===== config.mk =====
export PLATFORM = sky130hd
export DESIGN_NAME = fpcvt_sched
export DESIGN_NICKNAME = d
export VERILOG_FILES = /design/src/rtl/fpcvt_pkg.sv /design/src/rtl/fpcvt_core.sv /design/src/rtl/fpcvt_sched.sv
export SDC_FILE = /design/constraint.sdc
export NUM_CORES = 1
export LEC_CHECK = 0
export BUFFER_PORTS_ARGS = -buffer_cell sky130_fd_sc_hd__buf_2
export CORE_ASPECT_RATIO = 1.2
export CORE_MARGIN = 2
export CORE_UTILIZATION = 54
export DETAILED_ROUTE_END_ITERATION = 8
export HOLD_SLACK_MARGIN = 0.06
export PLACE_DENSITY_LB_ADDON = 0.05
export SLEW_MARGIN = 5
export SYNTH_ARGS = -nofsm -noshare
export SYNTH_HDL_FRONTEND = slang
export SYNTH_SLANG_ARGS = --single-unit
export TNS_END_PERCENT = 30

===== constraint.sdc =====
create_clock -name clk -period 5.1 [get_ports clk]
set_input_delay 0.51 -clock clk [delete_from_list [all_inputs] [get_ports clk]]
set_output_delay 0.51 -clock clk [all_outputs]
set_load 0.1 [all_outputs]

===== src/rtl/fpcvt_pkg.sv =====
// fpcvt_pkg: shared widths, the 8-bit float record and its saturation
// constants for the fpcvt_sched slice.
package fpcvt_pkg;

  localparam int unsigned SAMPLE_W = 12;
  localparam int unsigned MAG_W    = 11;
  localparam int unsigned EXP_W    = 3;
  localparam int unsigned SIG_W    = 4;

  typedef struct packed {
    logic             sign;
    logic [EXP_W-1:0] exp;
    logic [SIG_W-1:0] sig;
  } fp8_t;

  localparam logic [EXP_W-1:0] FP_SAT_EXP = 3'd7;
  localparam logic [SIG_W-1:0] FP_SAT_SIG = 4'd15;

endpackage


===== src/rtl/fpcvt_core.sv =====
// fpcvt_core: combinational 12-bit two's-complement to 8-bit float converter.
//   sample : signed linear input
//   fp     : {sign, exp, sig}, rounded half-up, saturating at exp=7/sig=15
module fpcvt_core
  import fpcvt_pkg::*;
(
  input  logic [SAMPLE_W-1:0] sample,
  output fp8_t                fp
);

  localparam int unsigned IDX_W = $clog2(MAG_W);

  logic [SAMPLE_W-1:0] neg;
  logic [MAG_W-1:0]    mag;
  logic [MAG_W-1:0]    shifted;
  logic [EXP_W-1:0]    exp_raw;
  logic [IDX_W-1:0]    rnd_idx;
  logic                rnd;
  logic [SIG_W:0]      sum;

  always_comb begin
    neg = -sample;
    // -2048 has no 11-bit magnitude; clamp it to full scale
    if (sample == {1'b1, {MAG_W{1'b0}}}) begin
      mag = '1;
    end else if (sample[SAMPLE_W-1]) begin
      mag = neg[MAG_W-1:0];
    end else begin
      mag = sample[MAG_W-1:0];
    end

    // ascending scan: the highest set bit from mag[4] upward sets the exponent
    exp_raw = '0;
    for (int unsigned b = SIG_W; b < MAG_W; b++) begin
      if (mag[b]) exp_raw = EXP_W'(b - (SIG_W - 1));
    end

    shifted = mag >> exp_raw;
    rnd_idx = IDX_W'(exp_raw) - IDX_W'(1);
    rnd     = 1'b0;
    if (exp_raw != '0) rnd = mag[rnd_idx];

    sum     = {1'b0, shifted[SIG_W-1:0]} + {{SIG_W{1'b0}}, rnd};
    fp.sign = sample[SAMPLE_W-1];
    fp.exp  = exp_raw;
    fp.sig  = sum[SIG_W-1:0];
    if (sum[SIG_W]) begin
      if (exp_raw == FP_SAT_EXP) begin
        fp.exp = FP_SAT_EXP;
        fp.sig = FP_SAT_SIG;
      end else begin
        fp.exp = exp_raw + EXP_W'(1);
        fp.sig = {1'b1, {(SIG_W-1){1'b0}}};
      end
    end
  end

endmodule


===== src/rtl/fpcvt_sched.sv =====
// fpcvt_sched: round-robin scheduler sharing one 2-stage float conversion
// pipeline among N_REQ requesters.
//   req_valid/req_data/req_ready : per-requester 12-bit sample handshake
//   out_valid/out_data/out_id    : converted float and source index
//   out_ready                    : downstream backpressure
module fpcvt_sched #(
  parameter  int unsigned N_REQ = 4,
  localparam int unsigned ID_W  = $clog2(N_REQ)
) (
  input  logic                 clk,
  input  logic                 rst,
  input  logic [N_REQ-1:0]     req_valid,
  input  logic [12*N_REQ-1:0]  req_data,
  output logic [N_REQ-1:0]     req_ready,
  output logic                 out_valid,
  output logic [7:0]           out_data,
  output logic [ID_W-1:0]      out_id,
  input  logic                 out_ready
);
  import fpcvt_pkg::*;

  logic [ID_W-1:0]     ptr_q, ptr_d;
  logic                s1_valid_q, s1_valid_d;
  logic [SAMPLE_W-1:0] s1_data_q, s1_data_d;
  logic [ID_W-1:0]     s1_id_q, s1_id_d;
  logic                s2_valid_q, s2_valid_d;
  fp8_t                s2_data_q, s2_data_d;
  logic [ID_W-1:0]     s2_id_q, s2_id_d;

  logic                found;
  logic [ID_W-1:0]     grant;
  logic [ID_W-1:0]     cand;
  logic                s1_free;
  logic                s2_load;
  logic                accept;
  fp8_t                s1_fp;

  fpcvt_core u_core (
    .sample (s1_data_q),
    .fp     (s1_fp)
  );

  // first valid requester at or after ptr, wrapping
  always_comb begin
    found = 1'b0;
    grant = '0;
    cand  = '0;
    for (int unsigned k = 0; k < N_REQ; k++) begin
      cand = ID_W'((32'(ptr_q) + k) % N_REQ);
      if (!found && req_valid[cand]) begin
        found = 1'b1;
        grant = cand;
      end
    end
  end

  always_comb begin
    s2_load = !s2_valid_q || out_ready;
    s1_free = !s1_valid_q || s2_load;
    accept  = found && s1_free && !rst;

    req_ready = '0;
    if (accept) req_ready[grant] = 1'b1;

    ptr_d = ptr_q;
    if (accept) ptr_d = (grant == ID_W'(N_REQ - 1)) ? '0 : grant + ID_W'(1);

    s1_valid_d = s1_valid_q;
    s1_data_d  = s1_data_q;
    s1_id_d    = s1_id_q;
    if (s1_free) begin
      s1_valid_d = accept;
      if (accept) begin
        s1_data_d = req_data[SAMPLE_W*grant +: SAMPLE_W];
        s1_id_d   = grant;
      end
    end

    s2_valid_d = s2_valid_q;
    s2_data_d  = s2_data_q;
    s2_id_d    = s2_id_q;
    if (s2_load) begin
      s2_valid_d = s1_valid_q;
      if (s1_valid_q) begin
        s2_data_d = s1_fp;
        s2_id_d   = s1_id_q;
      end
    end
  end

  always_ff @(posedge clk or posedge rst) begin
    if (rst) begin
      ptr_q      <= '0;
      s1_valid_q <= 1'b0;
      s1_data_q  <= '0;
      s1_id_q    <= '0;
      s2_valid_q <= 1'b0;
      s2_data_q  <= '0;
      s2_id_q    <= '0;
    end else begin
      ptr_q      <= ptr_d;
      s1_valid_q <= s1_valid_d;
      s1_data_q  <= s1_data_d;
      s1_id_q    <= s1_id_d;
      s2_valid_q <= s2_valid_d;
      s2_data_q  <= s2_data_d;
      s2_id_q    <= s2_id_d;
    end
  end

  assign out_valid = s2_valid_q;
  assign out_data  = s2_data_q;
  assign out_id    = s2_id_q;

endmodule


Word-level counts from Yosys, hierarchy flattened. Cells that the tools add are included.

Add/sub/neg operators: 8. Multiply operators: 1. Div/mod/pow operators: 0. Magnitude comparators: 7. Eq/ne operators: 3. Shift operators: 2. Muxes and demuxes: 34. Bitwise gates (word level): 0. Reductions and logical operators: 17.

Operators with widths (number): $shiftx 48x7->12 (1); $mux 11 (2); $lt 2x3->1 const B (5); $mux 2 (7); $mux 7 (2); $eq 12x12->1 const B (1); $mux 1 (12); $mux 3 (4); $neg 11->11 (1); $shr 11x3->4 (1); $bmux 1 s2 (4); $logic_and 1x1->1 (6); $logic_not 1->1 (6); $add 4x1->5 (1); $lt 4x5->1 const B (1); $add 2x1->2 const B (2); $add 2x2->2 const B (2); $bmux 1 s4 (1); $mul 2x2->4 const A (1); $mux 4 (1); $reduce_and 2->1 (2); $sub 3x1->4 const B (1); $add 3x1->3 const B (1); $eq 3x3->1 const B (1); other kinds (5) (6).

Register bits: 28. Latch bits: 0. Memory bits (writable): 0. Memory bits (read-only): 0. Input bits: 55. Word-level logic and storage cells: 81. Memories kept: 0.

Longest topological paths before layout. Gate-level depths: netlist (run 1).

Depth in word-level cells: 17. Gate-level depth with buffers: 19. Depth with buffers taken out: 18.

Cells and area by module. From an unflattened synthesis (run 1), not the netlist that was laid out.

Cell total of the unflattened synthesis: 287. Area total of the unflattened synthesis: 2591.2 sq um.

By module, submodules not included: fpcvt_sched (instances 1, cells each 130, area an instance 1491.4 sq um, sequential area each 700.7 sq um); fpcvt_core (instances 1, cells each 157, area an instance 1099.8 sq um, sequential area each 0.0 sq um).

Worst setup path after synthesis (run 1). No wires, ideal clock.

Kind: register to register. Start point: register s1_data_q[0]. End point: register s2_data_q (netlist bit out_data[5]). Library setup time: 0.122 ns. Data arrival time: 4.210 ns. Required time: 4.978 ns. Slack: 0.768 ns. Cell stages (with the launch flop): 20. Path buffers: 1. Path through: dfrtp_1 inv_1 ha_1 nor3b_1 nor4bb_1 nor3_1 o2111a_2 nor2_4 clkbuf_1 inv_1 ha_1 and2_1 a32oi_1 o211ai_1 nand3_1 ha_1 ha_1 o2111ai_4 o31a_1 a22o_1.

Word-level cells in the longest chain between the ends: 16. Elaborated cells on any way between the ends: 22. Those cells by class: 4 x add/sub; 2 x eq/ne; 1 x shift; 14 x mux; 1 x reduce/logical.

Ends and longest elaborated chain: from (decl) (RTL line fpcvt_sched.sv:24) `logic [SAMPLE_W-1:0] s1_data_q, s1_data_d;`; from (signal assigned) (RTL line fpcvt_sched.sv:103) `s1_data_q <= s1_data_d;`; $neg 11->11 (RTL line fpcvt_core.sv:22) `neg = -sample;`; $mux 11 (RTL line fpcvt_core.sv:26) `end else if (sample[SAMPLE_W-1]) begin`; $mux 11 * (RTL line fpcvt_core.sv:24) `if (sample == {1'b1, {MAG_W{1'b0}}}) begin`; $mux 1 (RTL line fpcvt_core.sv:35) `if (mag[b]) exp_raw = EXP_W'(b - (SIG_W - 1));`; $mux 2 (2 in series) (RTL line fpcvt_core.sv:35); $mux 3 (4 in series) (RTL line fpcvt_core.sv:35); $sub 3x1->4 (RTL line fpcvt_core.sv:39) `rnd_idx = IDX_W'(exp_raw) - IDX_W'(1);`; $bmux 1 s4 (RTL line fpcvt_core.sv:41) `if (exp_raw != '0) rnd = mag[rnd_idx];`; $mux 1 (not written as such) (RTL line fpcvt_core.sv:41); $mux 1 (RTL line fpcvt_core.sv:41); $add 4x1->5 (RTL line fpcvt_core.sv:43) `sum = {1'b0, shifted[SIG_W-1:0]} + {{SIG_W{1'b0}}, rnd};`; $mux 7 * (RTL line fpcvt_core.sv:47) `if (sum[SIG_W]) begin`; to (signal assigned) (RTL line fpcvt_sched.sv:106) `s2_data_q <= s2_data_d;`; to (decl) (RTL line fpcvt_sched.sv:27) `fp8_t s2_data_q, s2_data_d;`.

Mark *: on every way between the ends. The rest lies on a longest branch, timed or not. The select of a mux whose other input is x is not followed. A chain may end at the register's enable or synchronous reset.

Worst setup path in the final report (run 1). Ends and elaborated chain as after synthesis.

==> flow_summary.toml, run 1 <==
[status]
status = "finished, final reports clean"

[placed_design]
dp_hpwl_mm = 4.75
io_buffers = 69
gp_congestion = 0.897

[sta]
post-route-min-period_ns = 4.64
finalHoldViolations = 0
drv_slew = 0
skew_ns = 0.0135
finalCritPeriodShare_pct = 90.9
setup_viol = 0
maxSlewHeadroom_pct = 31.2
rsz0062_at_grt = "false"
fmax_mhz = 216
max_slew.worst_pin.slew_ns = 1.03
setup_tns_ns = 0

[clock_network]
cts_tree = "yes"
cts_root_buffer = "clkbuf_8"
clk_pin_slew_ns = 0.10
cts_buffer_depth = 2
cts.repair.resized = 0
insertion_delay_ns = 0.27
post_cts_buffers = 0
postCtsHoldBufs = 0
htree_levels = 1
cts_sinks = 28
cts_buffers = 3

[synth]
synth-seq-cells = 28
synth_cell_type_count = 65
ys_warn_count = 0
synthArstFlopShare_pct = 100
synth_seq_area_share_pct = 26.8
synth_ff_type = "dfrtp_1"
synth_area_per_cell_um2 = 7.35
synth_cells = 356
netlist_area_mm2 = 0.00262
synth-edff-count = 0
synthesis.nets = 421

[global_route]
grt_pass1_wl_mm = 10.6
track_usage_pct = 24.6
first_global_vias = 2468
antenna_found_initial = 0
grt_max_degree = 33
grt_overflow = 0

[floorplan]
ioPinCount = 70
dieArea_mm2 = 0.00542
die_width_um = 67.5
rows = 27
die_h_um = 80.3
start_util_pct = 56.5
core_mm2 = 0.00463

[detailed_routing]
drt-pass1-iter-count = 4
viasPerCell = 5.55
post_drt_wl_per_cell_um = 12.8
drc = 0
ant_nets = 0
num_vias = 2629
drtIter0Drc = 185
wirelength_mm = 6.07

[min_path]
hp-class = "in -> reg"
holdPathStages = 2

[final_layout]
nets = 482
final_cell_mix = "nand2_1, buf_2, o21ai_0, dfrtp_1, nor2_1"
n_fill_cell = 415
syn_to_final_growth_pct = 17.7
n_antenna_cell = 0
layout-drive-gt1-share_pct = 24.3
mostFrequentLayoutCell = "nand2_1"

[worst_setup_path]
worstPathMaxFanout = 19
worstPathArrival_ns = 4.81
reg2reg_depth = 18
worstPathRequired_ns = 5.27
startpoint_type = "flop"
worstSetupEndpointType = "flop"
crit_type = "reg -> reg"

[run]
max_cap_violations = 0
## cell type report
type | count | area, µm² | share of cell area [%]
clock buffers | 3 | 41.3 | 1.34
clock inverters | 1 | 30.0 | 0.975
inverters | 13 | 48.8 | 1.58
multi-input cells | 299 | 1820 | 59.0
flip-flops and latches | 28 | 701 | 22.8
well taps | 58 | 72.6 | 2.36
repair buffers | 72 | 368 | 11.9
## Yosys cell counts (all sizes together), types with 4 or more instances
cell      n  area (µm²)
o21ai    45         236
mux2      4        52.6
a211oi    5        42.5
nor3      7        40.0
nor4      4        25.0
a21oi     8        40.0
nand2   103         387
dfrtp    28         701
ha       10         125
nand3    16        80.1
clkbuf   13        48.8
mux2i     8        80.1
xor2      4        42.6
nor2     23        93.8
inv      13        48.8
and3      5        31.3
and2      4        27.5
## sequential cells by signal, indices dropped and copies added, names as in the netlist
| register | cells |
|---|---|
| s1_data_q | 12 |
| out_data | 8 |
| out_valid | 1 |
| s1_valid_q | 1 |
| s1_id_q | 2 |
| out_id | 2 |
| ptr_q | 2 |
## metal layers
layer / part of all wire (%) / vias up / wire (µm) / GRT usage [%]
li1: - / 1371 / - / -
met1: 45 / 1157 / 2720 / 31.3
met2: 49 / 91 / 2970 / 42.3
met3: 4.9 / 10 / 295 / 3.08
met4: 1.5 / 0 / 89 / 7.76
met5: 0 / - / 0 / 0
## metrics by stage
step                hold slack (ns)  area [µm²]  setup slack (ns)  utilization, %  cells
floorplan                     0.439        2620             0.768               -    356
global placement              0.450        3010             0.708            65.0    470
detailed placement            0.459        3010             0.530            65.0    470
CTS                           0.443        3080             0.525            66.5    474
global route                  0.443        3080             0.125            66.5    474
finish                        0.448        3080             0.462            66.5    474
## critical path, stage by stage (launching register included)
cell,delay (ns)
dfrtp_1,0.43
inv_1,0.09
ha_1,0.22
nor3b_1,0.35
nor4bb_1,0.32
nor3_1,0.14
o2111a_2,0.33
nor2_4,0.44
inv_1,0.10
ha_1,0.33
and2_1,0.16
a32oi_1,0.23
o211ai_1,0.12
nand3_1,0.10
ha_1,0.21
ha_1,0.26
o2111ai_4,0.20
o31a_1,0.32
a22o_1,0.19
## logic make-up after synthesis
group,synth area share (%)
AND/OR/NAND/NOR,32.7
AO/OA/AOI/OAI,23.8
buffers and inverters,4.21
flip-flops,26.8
multiplexers,5.07
adder cells (fa/ha/maj),4.78
XOR/XNOR,2.63
## path summary, 6_finish.rpt
check	start	to	slack, ns
worst max-delay path	s1_data_q[0]$_DFFE_PP0P_	out_data[5]$_DFFE_PP0P_	0.46
worst min-delay path	rst	s1_valid_q$_DFFE_PP0P_	0.45
worst max register to register	s1_data_q[0]$_DFFE_PP0P_	out_data[5]$_DFFE_PP0P_	0.46
worst min register to register	s1_id_q[0]$_DFFE_PP0P_	out_id[0]$_DFFE_PP0P_	0.48
max in group asynchronous	rst	s1_data_q[8]$_DFFE_PP0P_	3.98
min in group asynchronous	rst	s1_valid_q$_DFFE_PP0P_	0.48
Power of run 1 is left out: the tool's default activity adds up to more than one toggle a clock period on the data nets, which glitch-free logic cannot reach.
==> run 2: changes to the inputs <==
--- a/config.mk
+++ b/config.mk
@@ -5,6 +5,7 @@
 export SDC_FILE = /design/constraint.sdc
 export NUM_CORES = 1
 export LEC_CHECK = 0
+export ABC_AREA = 1
 export BUFFER_PORTS_ARGS = -buffer_cell sky130_fd_sc_hd__buf_2
 export CORE_ASPECT_RATIO = 1.2
 export CORE_MARGIN = 2
==> run 2 against run 1 <==
Compared with the run above:
- global-route usage rose by 0.057 points
- sequential share of layout area fell by 0.34 points
- core utilization shrank 2.3 points
- via count increased by 5.2%
- highest routed layer unchanged
==> flow_summary.toml, run 2 <==
[worst_setup_path]
worstSetupEndpointType = "output port"
worstPathArrival_ns = 3.37
timing.rr.end = "out_data[4]$_DFFE_PP0P_"
reg2reg_setup_slack_ns = 1.60
reg2reg_depth = 25
critPathCapture = "req_ready[1]"
worstPathMaxFanout = 27
r2r_start = "s1_data_q[1]$_DFFE_PP0P_"
startpoint_type = "flop"
crit_path_start = "ptr_q[0]$_DFFE_PP0P_"
worstPathRequired_ns = 4.59
crit_type = "reg -> out"

[synth]
synth_seq_area_share_pct = 26.1
synthArstFlopShare_pct = 100
synth_area_per_cell_um2 = 6.59
yosysTopAreaCell = "dfrtp_1"
synth-seq-cells = 28
synthesis.nets = 472
synth-edff-count = 0
ys_warn_count = 0
yosys-top-cells-area = "dfrtp_1, nand2_1, nor2_1"
synthMostInstantiatedCell = "nand2_1"
synth_top_area_share_pct = 26.1
netlist_area_mm2 = 0.00268
synthTopCellsByCount = "nand2_1, nor2_1, inv_1"
synth_cell_type_count = 34
synth_cells = 407
synth_ff_type = "dfrtp_1"

[sta]
max_slew.worst_pin.slew_ns = 0.767
drv_slew = 0
skew_ns = 0.00823
hold_slack_ns = 0.269
maxSlewHeadroom_pct = 48.7
post-route-min-period_ns = 3.88
fmax_mhz = 258
setup_tns_ns = 0
finalCritPeriodShare_pct = 76.0
rsz0062_at_grt = "false"
finalHoldViolations = 0
setup_viol = 0

[placed_design]
place_inst = 527
dp_hpwl_mm = 5.19
placed_area_mm2 = 0.00305
gp_congestion = 0.826
io_buffers = 69

[clock_network]
cts_buffer_depth = 2
postCtsHoldBufs = 0
cts_tree = "yes"
insertion_delay_ns = 0.28
cts.repair.resized = 0
htree_levels = 1
cts_sinks = 28
cts_root_buffer = "clkbuf_8"
post_cts_buffers = 0
cts_buffers = 3
clk_pin_slew_ns = 0.10

[final_layout]
nets = 537
final_cell_mix = "nand2_1, buf_2, nor2_1, inv_1, nand3_1"
mostFrequentLayoutCell = "nand2_1"
layout-drive-gt1-share_pct = 27.0
largest_reg_flops = 12
syn_to_final_growth_pct = 16.5
fin_cells = 531
top_register = "s1_data_q"
n_antenna_cell = 0
fin_area_mm2 = 0.00313

[detailed_routing]
viasPerCell = 5.21
post_drt_wl_per_cell_um = 11.9
drc = 0
wirelength_mm = 6.34
num_vias = 2767
drtIter0Drc = 104
ant_nets = 0
drt-pass1-iter-count = 4

[floorplan]
die_h_um = 81.2
ioPinCount = 70
core_mm2 = 0.00487
dieArea_mm2 = 0.00555
die_width_um = 68.4
start_util_pct = 55.1
rows = 28

[run]
max_cap_violations = 0

[status]
status = "finished, final reports clean"

[min_path]
hp-class = "in -> async"

[global_route]
grt_pass1_wl_mm = 10.7
first_global_vias = 2460
antenna_found_initial = 0
grt_overflow = 0
track_usage_pct = 24.6
grt_max_degree = 30
## run 2: cell count changes after synthesis, moves of 7 or more
cell and delta:
clkbuf_1 -11, inv_1 +32, inv_2 +10, mux2i_1 -8
nand2_2 +10, nand2_4 +8, nand3_1 +20, nor2_1 +30
o21ai_0 -9, o221ai_1 +7
## run 2: critical path: stages, from the launching register on
cell	delay, ns
dfrtp_1	0.56
xor2_1	0.27
nor2_1	0.10
a21oi_1	0.18
inv_1	0.11
nor3_2	0.15
nand2_1	0.12
nand2_1	0.09
nand2_2	0.26
inv_2	0.42
ha_1	0.22
inv_1	0.05
nor2_1	0.09
buf_2	0.47
## run 2: cell type report
type / instances / area, µm²
Timing Repair Buffer: 70 / 353
Clock buffer: 3 / 41.3
Sequential cell: 28 / 701
Tap cell: 60 / 75.1
Multi-Input combinational cell: 312 / 1710
Inverter: 57 / 216
Fill cell: 480 / 1740
Clock inverter: 1 / 30.0
## run 2: how the worst min path moves through the flow
stage	depth (start not counted)	to	slack, ns	from
after global placement	2	out_data[1]$_DFFE_PP0P_	0.46	out_data[1]$_DFFE_PP0P_
after detailed placement	2	out_data[1]$_DFFE_PP0P_	0.47	out_data[1]$_DFFE_PP0P_
after floorplan	2	out_valid$_DFFE_PP0P_	0.45	s1_valid_q$_DFFE_PP0P_
after global routing	3	out_data[2]$_DFFE_PP0P_	0.33	rst
after CTS	3	out_valid$_DFFE_PP0P_	0.28	rst
final	3	out_valid$_DFFE_PP0P_	0.27	rst
## run 2: logic make-up (layout without fill, tap and decap cells)
| logic type | after synthesis | after routing | share of synthesized area (%) |
|---|---|---|---|
| adders and majority gates | 10 | 10 | 4.66 |
| buffers and inverters | 67 | 131 | 10.2 |
| and+or+nand+nor | 229 | 229 | 42.7 |
| DFF | 28 | 28 | 26.1 |
| AOI/OAI and AO/OA | 69 | 69 | 15.1 |
| xor gates and xnor gates | 4 | 4 | 1.31 |
## run 2: metal layers
metal  part of all wire [%]  track usage, %  vias up
li1                       -               -     1442
met4                    1.8            6.80        0
met2                     51            44.8       84
met5                      0               0        -
met3                    4.7            2.49       11
met1                     43            30.2     1230
## run 2: through the flow
step / utilization [%] / setup slack (ns)
6_report: 64.2 / 1.22
5_1_grt: 64.2 / 0.809
4_1_cts: 64.2 / 1.22
3_5_place_dp: 62.7 / 1.48
3_3_place_gp: 62.7 / 1.51
2_1_floorplan: - / 1.43
Power of run 2 is left out for the same reason.
